<file path="config.mk">
export PLATFORM = sky130hd
export DESIGN_NAME = hazard_ctrl
export DESIGN_NICKNAME = d
export VERILOG_FILES = /design/src/rtl/pipe_ctrl_pkg.sv /design/src/rtl/sat_counter.sv /design/src/rtl/hazard_ctrl.sv
export SDC_FILE = /design/constraint.sdc
export NUM_CORES = 1
export LEC_CHECK = 0
export BUFFER_PORTS_ARGS = -buffer_cell sky130_fd_sc_hd__buf_2
export CELL_PAD_IN_SITES_DETAIL_PLACEMENT = 2
export CELL_PAD_IN_SITES_GLOBAL_PLACEMENT = 2
export CORE_UTILIZATION = 32
export DETAILED_ROUTE_END_ITERATION = 10
export PLACE_DENSITY = 0.89
export SLEW_MARGIN = 10
export SYNTH_ARGS = -nofsm -noshare
export SYNTH_HDL_FRONTEND = slang
export SYNTH_SLANG_ARGS = --single-unit
</file>
<file path="constraint.sdc">
create_clock -name clk -period 2.3 [get_ports clk]
set_input_delay 0.345 -clock clk [delete_from_list [all_inputs] [get_ports clk]]
set_output_delay 0.345 -clock clk [all_outputs]
set_load 0.05 [all_outputs]
</file>
<file path="src/rtl/pipe_ctrl_pkg.sv">
// Shared pipeline-control definitions: hazard FSM state encodings and the
// per-cycle control words (PC/IF_ID enables, flush/bubble requests, md_go).
package pipe_ctrl_pkg;

  localparam logic [1:0] ST_RUN      = 2'd0;
  localparam logic [1:0] ST_MD_WAIT  = 2'd1;
  localparam logic [1:0] ST_MD_ABORT = 2'd2;

  // Canonical RV32 NOP (addi x0, x0, 0) that flush/bubble logic injects.
  localparam logic [31:0] NOP_INSN = 32'h0000_0013;

  typedef struct packed {
    logic pc_write;
    logic if_id_write;
    logic if_id_flush;
    logic id_ex_flush;
    logic ex_mem_bubble;
    logic md_go;
  } ctrl_t;

  localparam ctrl_t CTRL_RUN = '{pc_write: 1'b1, if_id_write: 1'b1, if_id_flush: 1'b0,
                                 id_ex_flush: 1'b0, ex_mem_bubble: 1'b0, md_go: 1'b0};
  localparam ctrl_t CTRL_BRANCH = '{pc_write: 1'b1, if_id_write: 1'b1, if_id_flush: 1'b1,
                                    id_ex_flush: 1'b1, ex_mem_bubble: 1'b0, md_go: 1'b0};
  localparam ctrl_t CTRL_LOAD_USE = '{pc_write: 1'b0, if_id_write: 1'b0, if_id_flush: 1'b0,
                                      id_ex_flush: 1'b1, ex_mem_bubble: 1'b0, md_go: 1'b0};
  localparam ctrl_t CTRL_FREEZE = '{pc_write: 1'b0, if_id_write: 1'b0, if_id_flush: 1'b0,
                                    id_ex_flush: 1'b0, ex_mem_bubble: 1'b1, md_go: 1'b0};
  localparam ctrl_t CTRL_MD_START = '{pc_write: 1'b0, if_id_write: 1'b0, if_id_flush: 1'b0,
                                      id_ex_flush: 1'b0, ex_mem_bubble: 1'b1, md_go: 1'b1};

endpackage

</file>
<file path="src/rtl/sat_counter.sv">
// Up-counter that sticks at all-ones instead of wrapping; synchronous clear.
module sat_counter #(
  parameter int W = 32
) (
  input  logic         clk,
  input  logic         rstn,
  input  logic         en,
  input  logic         clr,
  output logic [W-1:0] q
);

  always_ff @(posedge clk or negedge rstn) begin
    if (!rstn) begin
      q <= '0;
    end else if (clr) begin
      q <= '0;
    end else if (en && (q != {W{1'b1}})) begin
      q <= q + 1'b1;
    end
  end

endmodule

</file>
<file path="src/rtl/hazard_ctrl.sv">
// Pipeline hazard controller: load-use stall, taken-branch squash and
// multi-cycle mul/div freeze with timeout abort, plus a stall-cycle counter.
import pipe_ctrl_pkg::*;

module hazard_ctrl #(
  parameter int MD_TIMEOUT = 64,
  parameter int CNT_W      = 32
) (
  input  logic             clk,
  input  logic             rstn,
  input  logic [4:0]       ID_Rs1,
  input  logic [4:0]       ID_Rs2,
  input  logic [4:0]       ID_EX_Rd,
  input  logic             ID_EX_MemRead,
  input  logic             EX_branch_taken,
  input  logic             EX_md_req,
  input  logic             md_done,
  output logic             md_go,
  output logic             PC_write,
  output logic             IF_ID_write,
  output logic             IF_ID_flush,
  output logic             ID_EX_flush,
  output logic             EX_MEM_bubble,
  output logic             md_err,
  output logic [CNT_W-1:0] stall_cnt
);

  localparam int TW = (MD_TIMEOUT > 1) ? $clog2(MD_TIMEOUT) : 1;
  localparam logic [TW-1:0] TO_LAST = TW'(MD_TIMEOUT - 1);

  logic [1:0]    r_state;
  logic [1:0]    w_state_next;
  logic [TW-1:0] r_to_cnt;
  logic          r_md_err;
  logic          w_load_use;
  logic          w_waiting;
  logic          w_timeout;
  ctrl_t         w_ctrl;

  assign w_load_use = ID_EX_MemRead && (ID_EX_Rd != 5'd0) &&
                      ((ID_EX_Rd == ID_Rs1) || (ID_EX_Rd == ID_Rs2));
  assign w_waiting  = (r_state == ST_MD_WAIT) && !md_done;
  assign w_timeout  = w_waiting && (r_to_cnt == TO_LAST);

  always_comb begin
    w_ctrl       = CTRL_RUN;
    w_state_next = r_state;
    case (r_state)
      ST_RUN: begin
        if (EX_md_req) begin
          w_ctrl       = CTRL_MD_START;
          w_state_next = ST_MD_WAIT;
        end else if (EX_branch_taken) begin
          w_ctrl = CTRL_BRANCH;
        end else if (w_load_use) begin
          w_ctrl = CTRL_LOAD_USE;
        end
      end
      ST_MD_WAIT: begin
        if (md_done) begin
          w_state_next = ST_RUN;
        end else begin
          w_ctrl = CTRL_FREEZE;
          if (w_timeout) begin
            w_state_next = ST_MD_ABORT;
          end
        end
      end
      // The abort cycle releases the freeze so the unfinished result commits.
      ST_MD_ABORT: w_state_next = ST_RUN;
      default:     w_state_next = ST_RUN;
    endcase
    if (!rstn) begin
      w_ctrl = CTRL_RUN;
    end
  end

  always_ff @(posedge clk or negedge rstn) begin
    if (!rstn) begin
      r_state  <= ST_RUN;
      r_to_cnt <= '0;
      r_md_err <= 1'b0;
    end else begin
      r_state  <= w_state_next;
      r_to_cnt <= (w_waiting && !w_timeout) ? r_to_cnt + 1'b1 : '0;
      if (w_timeout) begin
        r_md_err <= 1'b1;
      end
    end
  end

  sat_counter #(
    .W(CNT_W)
  ) u_stall_cnt (
    .clk (clk),
    .rstn(rstn),
    .en  (!w_ctrl.pc_write),
    .clr (1'b0),
    .q   (stall_cnt)
  );

  assign md_go         = w_ctrl.md_go;
  assign PC_write      = w_ctrl.pc_write;
  assign IF_ID_write   = w_ctrl.if_id_write;
  assign IF_ID_flush   = w_ctrl.if_id_flush;
  assign ID_EX_flush   = w_ctrl.id_ex_flush;
  assign EX_MEM_bubble = w_ctrl.ex_mem_bubble;
  assign md_err        = r_md_err;

endmodule
</file>
==> results.toml, run 1 <==
[routing]
vias_per_cell = 5.178
num_vias = 1833
wl_mm = 6.142
ant_nets = 0
routedWlPerCell_um = 17.35
drc_errors = 0
dr.pass1.iters = 3
drt_iter0_markers = 27

[synth]
synthesis.area_um2 = 2136
yosysWarnings = 0
ys_ff_latch = 41
synthCells = 206
ys_seq_area_share_pct = 48.04
ys_types = 37
syn-num-nets = 229
syn_area_per_cell_um2 = 10.37

[floorplan]
io_pins = 60
die_height_um = 83.70
core_area_um2 = 6386
die-area_um2 = 7005
rows = 29
initial_core_util_pct = 33.44
dieWidth_um = 83.70

[min_path]
min_path_type = "primary input to asynchronous set/reset pin"

[layout]
multi_input_area_um2 = 1104
area_growth_pct = 25.66
layout_common_cells = "buf_2 (59), dfrtp_1 (40), xnor2_1 (36)"
diodes = 0
drive_above_1_share_pct = 32.49
nets = 299
final.fill_count = 717
final_common_cell = "buf_2"
instances_no_fill = 354
regArea_um2 = 1027

[global_route]
grt_pass1_vias = 1941
globalRouteTotalUtil_pct = 17.63
gr-total-overflow = 0
grt_max_degree = 42
antenna_found_initial = 1
grt_pass1_wl_mm = 9.825

[sta]
drv_slew = 0
fin_skew_ps = 10.57
worst_slew_pin_slew_ps = 521.8
setup_viol = 0
hold_viol = 0
fin_crit_ps = 2210
max-slew-margin-rel_pct = 65.21
rsz0062_at_grt = "yes"
timing.fmax_mhz = 452.5
fin_crit_sh_pct = 96.07
tns_ps = 0

[clocking]
cts_tree = "yes"
clock-root-buffer = "clkbuf_8"
numCtsBuffers = 5
numClockSinks = 41
htreeDepth = 2
clk_latency_ps = 310
hold_buffers = 0
cts_buffer_depth = 2
clk_pin_slew_ps = 90

[worst_setup_path]
critPathSlowestCell = "dfrtp_1"
cp_slowest_stage_delay_ps = 450
crit_path_start_kind = "flop"
path_class = "flop to primary output"
crit_fanout = 6
crit_required_ps = 1960
crit_arrival_ps = 1860
crit_buf_inv = 2
endpoint_kind = "primary output"
cp_cell_sequence = "or2b_1 > a21o_1 > clkinvlp_4 > a41o_2 > nand2_2 > buf_2"
critPathTopFamily = "compound AO/OA/AOI/OAI gates"

[place]
port_buffers = 59
dpl.cell_count = 341
place_congestion = 0.7413
place_hpwl_mm = 4.418

[power_and_ir_drop]
power.total_mw = 1.694
ir_drop_mv = 0.4304
p_leak_nw = 1.288
power.density_nw_per_um2 = 631.2

[outcome]
outcome = "finished clean"

[run]
drv_cap = 0
synthesized netlist by cell type (all sizes together):
master | count | share of area (%)
dfrtp | 41 | 48
xnor2 | 36 | 15
nand2 | 21 | 3.7
nand3 | 20 | 4.7
nand4 | 12 | 3.5
nor2 | 12 | 2.1
nor3 | 11 | 2.8
xor2 | 9 | 3.7
and3 | 6 | 1.8
inv | 4 | 0.70
nand2b | 4 | 1.2
nor4 | 4 | 2.2
buf | 3 | 1.4
and4 | 2 | 0.82
ha | 2 | 1.2
nor3b | 2 | 0.94
or2 | 2 | 0.59
a21o | 1 | 0.35
a21oi | 1 | 0.23
a31oi | 1 | 0.29
a41o | 1 | 0.53
and2 | 1 | 0.29
clkbuf | 1 | 0.18
nand4b | 1 | 0.41
nor2b | 1 | 0.29
o211a | 1 | 0.82
o211ai | 1 | 1.0
o21ai | 1 | 0.23
o221ai | 1 | 0.41
o22ai | 1 | 0.29
or2b | 1 | 0.35
or3 | 1 | 0.29
per-stage QoR:
stage | area [um^2] | setup slack, ps | hold WS [ps] | utilization [%]
3_3_place_gp | 2529 | 197.4 | 447.7 | 39.60
6_report | 2684 | 90.29 | 129.3 | 42.03
2_1_floorplan | 2148 | 25.53 | 49.41 | -
4_1_cts | 2618 | 13.60 | 144.6 | 40.99
3_5_place_dp | 2529 | 20.39 | 454.5 | 39.60
5_1_grt | 2684 | -7.824 | 166.8 | 42.03
area by class of cell:
class	instances	area share, %
well taps	77	3.590
clock inverters	3	0.6527
repair buffers	66	13.10
inverters	4	0.6993
multi-input cells	158	41.12
clock buffers	5	2.564
flip-flops and latches	41	38.28
worst reg2reg max path: stages (launching register included):
cell and delay (ps):
dfrtp_2 440, ha_4 170, nand4_1 210, nor4_4 380, nand2_2 170, o211a_4 340
and3_1 210, xor2_1 140
logic make-up after synthesis:
group | after synthesis | share of synthesized area [%]
flops | 41 | 48.04
fa+ha+maj | 2 | 1.171
simple gates | 101 | 25.89
buf+inv | 8 | 2.284
compound gates | 9 | 4.160
xor+xnor | 45 | 18.45
sequential cells by signal, indices dropped and copies added, names as in the netlist:
signal / flops
u_stall_cnt.q: 32
r_to_cnt: 6
r_state: 2
md_err: 1
per-layer routing:
metal,vias up,share of wire (%),global-route usage (%)
met5,-,0.18,0
met4,2,1.2,5.085
li1,858,-,-
met2,47,50,30.08
met3,9,4.3,4.055
met1,917,44,22.26
worst paths after layout:
| check | startpoint | end | slack, ps | cells after the start |
|---|---|---|---|---|
| max in group asynchronous | rstn | u_stall_cnt.q[0] | 1800 | 2 |
| worst max register to register | u_stall_cnt.q[0] | u_stall_cnt.q[6] | 130 | 7 |
| worst min-delay path | rstn | u_stall_cnt.q[8] | 130 | 2 |
| min in group clk | EX_md_req | r_state[0] | 380 | 3 |
| worst max-delay path | r_state[0] | IF_ID_write | 90 | 6 |
| worst min register to register | r_to_cnt[0] | r_to_cnt[0] | 460 | 1 |
power by group:
group	switching, mW	internal, mW
Clock	0.269	0.210
Sequential	0.0670	0.760
Combinational	0.266	0.122
Total	0.602	1.09
repair_timing:
item | CTS | global route
setup buffers | 0 | 4
pin swaps | 0 | 1
resized for setup | 1 | 5
cloned | 0 | 1
setup endpoints to repair | 1 | 29
(Power assumes the default switching activity.)
==> run 2, diff against run 1 <==
--- a/config.mk
+++ b/config.mk
@@ -10,7 +10,7 @@
 export CELL_PAD_IN_SITES_GLOBAL_PLACEMENT = 2
 export CORE_UTILIZATION = 32
 export DETAILED_ROUTE_END_ITERATION = 10
-export PLACE_DENSITY = 0.89
+export PLACE_DENSITY = 0.88
 export SLEW_MARGIN = 10
 export SYNTH_ARGS = -nofsm -noshare
 export SYNTH_HDL_FRONTEND = slang
==> results.toml, run 2 (synthesis gave the netlist of run 1 again) <==
[worst_setup_path]
r2r_start = "u_stall_cnt.q[1]"
crit_start = "u_stall_cnt.q[1]"
crit_arrival_ps = 2390
endpoint_kind = "flop"
crit_fanout = 4
crit_path_start_kind = "flop"
crit_required_ps = 2490
path_class = "flop to flop"
ff2ff_setup_slack_ps = 90

[clocking]
clk_pin_slew_ps = 80
numCtsBuffers = 5
htreeDepth = 2
clk_latency_ps = 300
clock-root-buffer = "clkbuf_8"
cts_buffer_depth = 2
cts_tree = "yes"
numClockSinks = 41

[floorplan]
rows = 29
io_pins = 60
core_area_um2 = 6386
dieWidth_um = 83.70
die-area_um2 = 7005
initial_core_util_pct = 33.44
die_height_um = 83.70

[routing]
drt_iter0_markers = 44
num_vias = 1850
ant_nets = 0
wl_mm = 6.062
dr.pass1.iters = 4
routedWlPerCell_um = 17.17
vias_per_cell = 5.241
drc_errors = 0

[place]
dpl.cell_count = 341
place_congestion = 0.7482
port_buffers = 59
place_hpwl_mm = 4.464

[min_path]
min_path_type = "primary input to asynchronous set/reset pin"

[sta]
fin_crit_ps = 2206
worst_slew_pin_slew_ps = 525.1
drv_slew = 0
hold_viol = 0
tns_ps = 0
max-slew-margin-rel_pct = 64.99
timing.fmax_mhz = 453.3
fin_crit_sh_pct = 95.91
fin_skew_ps = 7.710
setup_viol = 0

[global_route]
globalRouteTotalUtil_pct = 18.47
grt_max_degree = 42
use_met2_pct = 32.15
grt_pass1_wl_mm = 10.31
grt_pass1_vias = 2003
met1_usage_pct = 22.42
gr-total-overflow = 0
met3_usage_pct = 4.055
antenna_found_initial = 1
top_usage_layer = "met2"

[layout]
top_register = "u_stall_cnt.q"
largest_reg_flops = 32
instances_no_fill = 353
drive_above_1_share_pct = 31.88
finish.utilization_pct = 42.20
nets = 298
largestRegisters = "u_stall_cnt.q: 32 flops, r_to_cnt: 6 flops, r_state: 2 flops"
final_common_cell = "buf_2"
layout_common_cells = "buf_2 (59), dfrtp_1 (41), xnor2_1 (36)"
diodes = 0
area_growth_pct = 26.19

[power_and_ir_drop]
p_leak_nw = 1.296
power.density_nw_per_um2 = 677.7
ir_drop_mv = 0.4646

[outcome]
outcome = "finished clean"

[run]
drv_cap = 0
==> run 2: report_power, final <==
part,switching [mW],total (mW),internal [mW]
Sequential,0.0511,0.809,0.758
Combinational,0.275,0.400,0.126
Clock,0.264,0.617,0.353
Total,0.589,1.83,1.24
==> run 2: area by class of cell <==
| class | count | area [um^2] |
|---|---|---|
| Clock buffer | 6 | 82.58 |
| Clock inverter | 2 | 37.54 |
| Fill cell | 704 | 3691 |
| Inverter | 4 | 18.77 |
| Multi-Input combinational cell | 158 | 1094 |
| Sequential cell | 41 | 1026 |
| Tap cell | 77 | 96.34 |
| Timing Repair Buffer | 65 | 340.3 |
==> run 2: final timing paths <==
path	cells after the start	to
hold reg to reg	1	r_to_cnt[0]
setup / recovery	7	u_stall_cnt.q[28]
setup reg to reg	7	u_stall_cnt.q[28]
min in group clk	3	r_state[0]
hold / removal	2	md_err
max in group asynchronous	2	u_stall_cnt.q[26]
==> run 2: critical path, cell delays in order (launching register included) <==
cell and delay, ps:
dfrtp_1 410, ha_2 230, nand4_1 220, nor4_4 370, nand2_2 160, buf_4 170
or3_1 380, xnor2_1 140
==> run 2: what timing repair did <==
item                                    in CTS  in global routing
endpoints found under the setup margin       0                 17
gates resized for setup                      0                  3
buffers inserted                             0                  3
hold buffers                                 0                  0
==> run 2: metal layers <==
metal  share of wire, %  up-vias
li1                   -      856
met1                 43      921
met2                 50       57
met3                5.4       14
met4                1.7        2
met5               0.16        -
==> run 2: through the flow <==
step | power [mW] | worst slack, ps | hold WS, ps | instance area (um^2)
5_1_grt | 1.913 | -21.86 | 184.7 | 2695
3_5_place_dp | 1.207 | 59.55 | 458.0 | 2529
4_1_cts | 1.833 | 22.94 | 152.6 | 2649
3_3_place_gp | 1.185 | 194.6 | 446.8 | 2529
6_report | 1.826 | 94.00 | 137.9 | 2695
2_1_floorplan | 1.078 | 25.53 | 49.41 | 2148
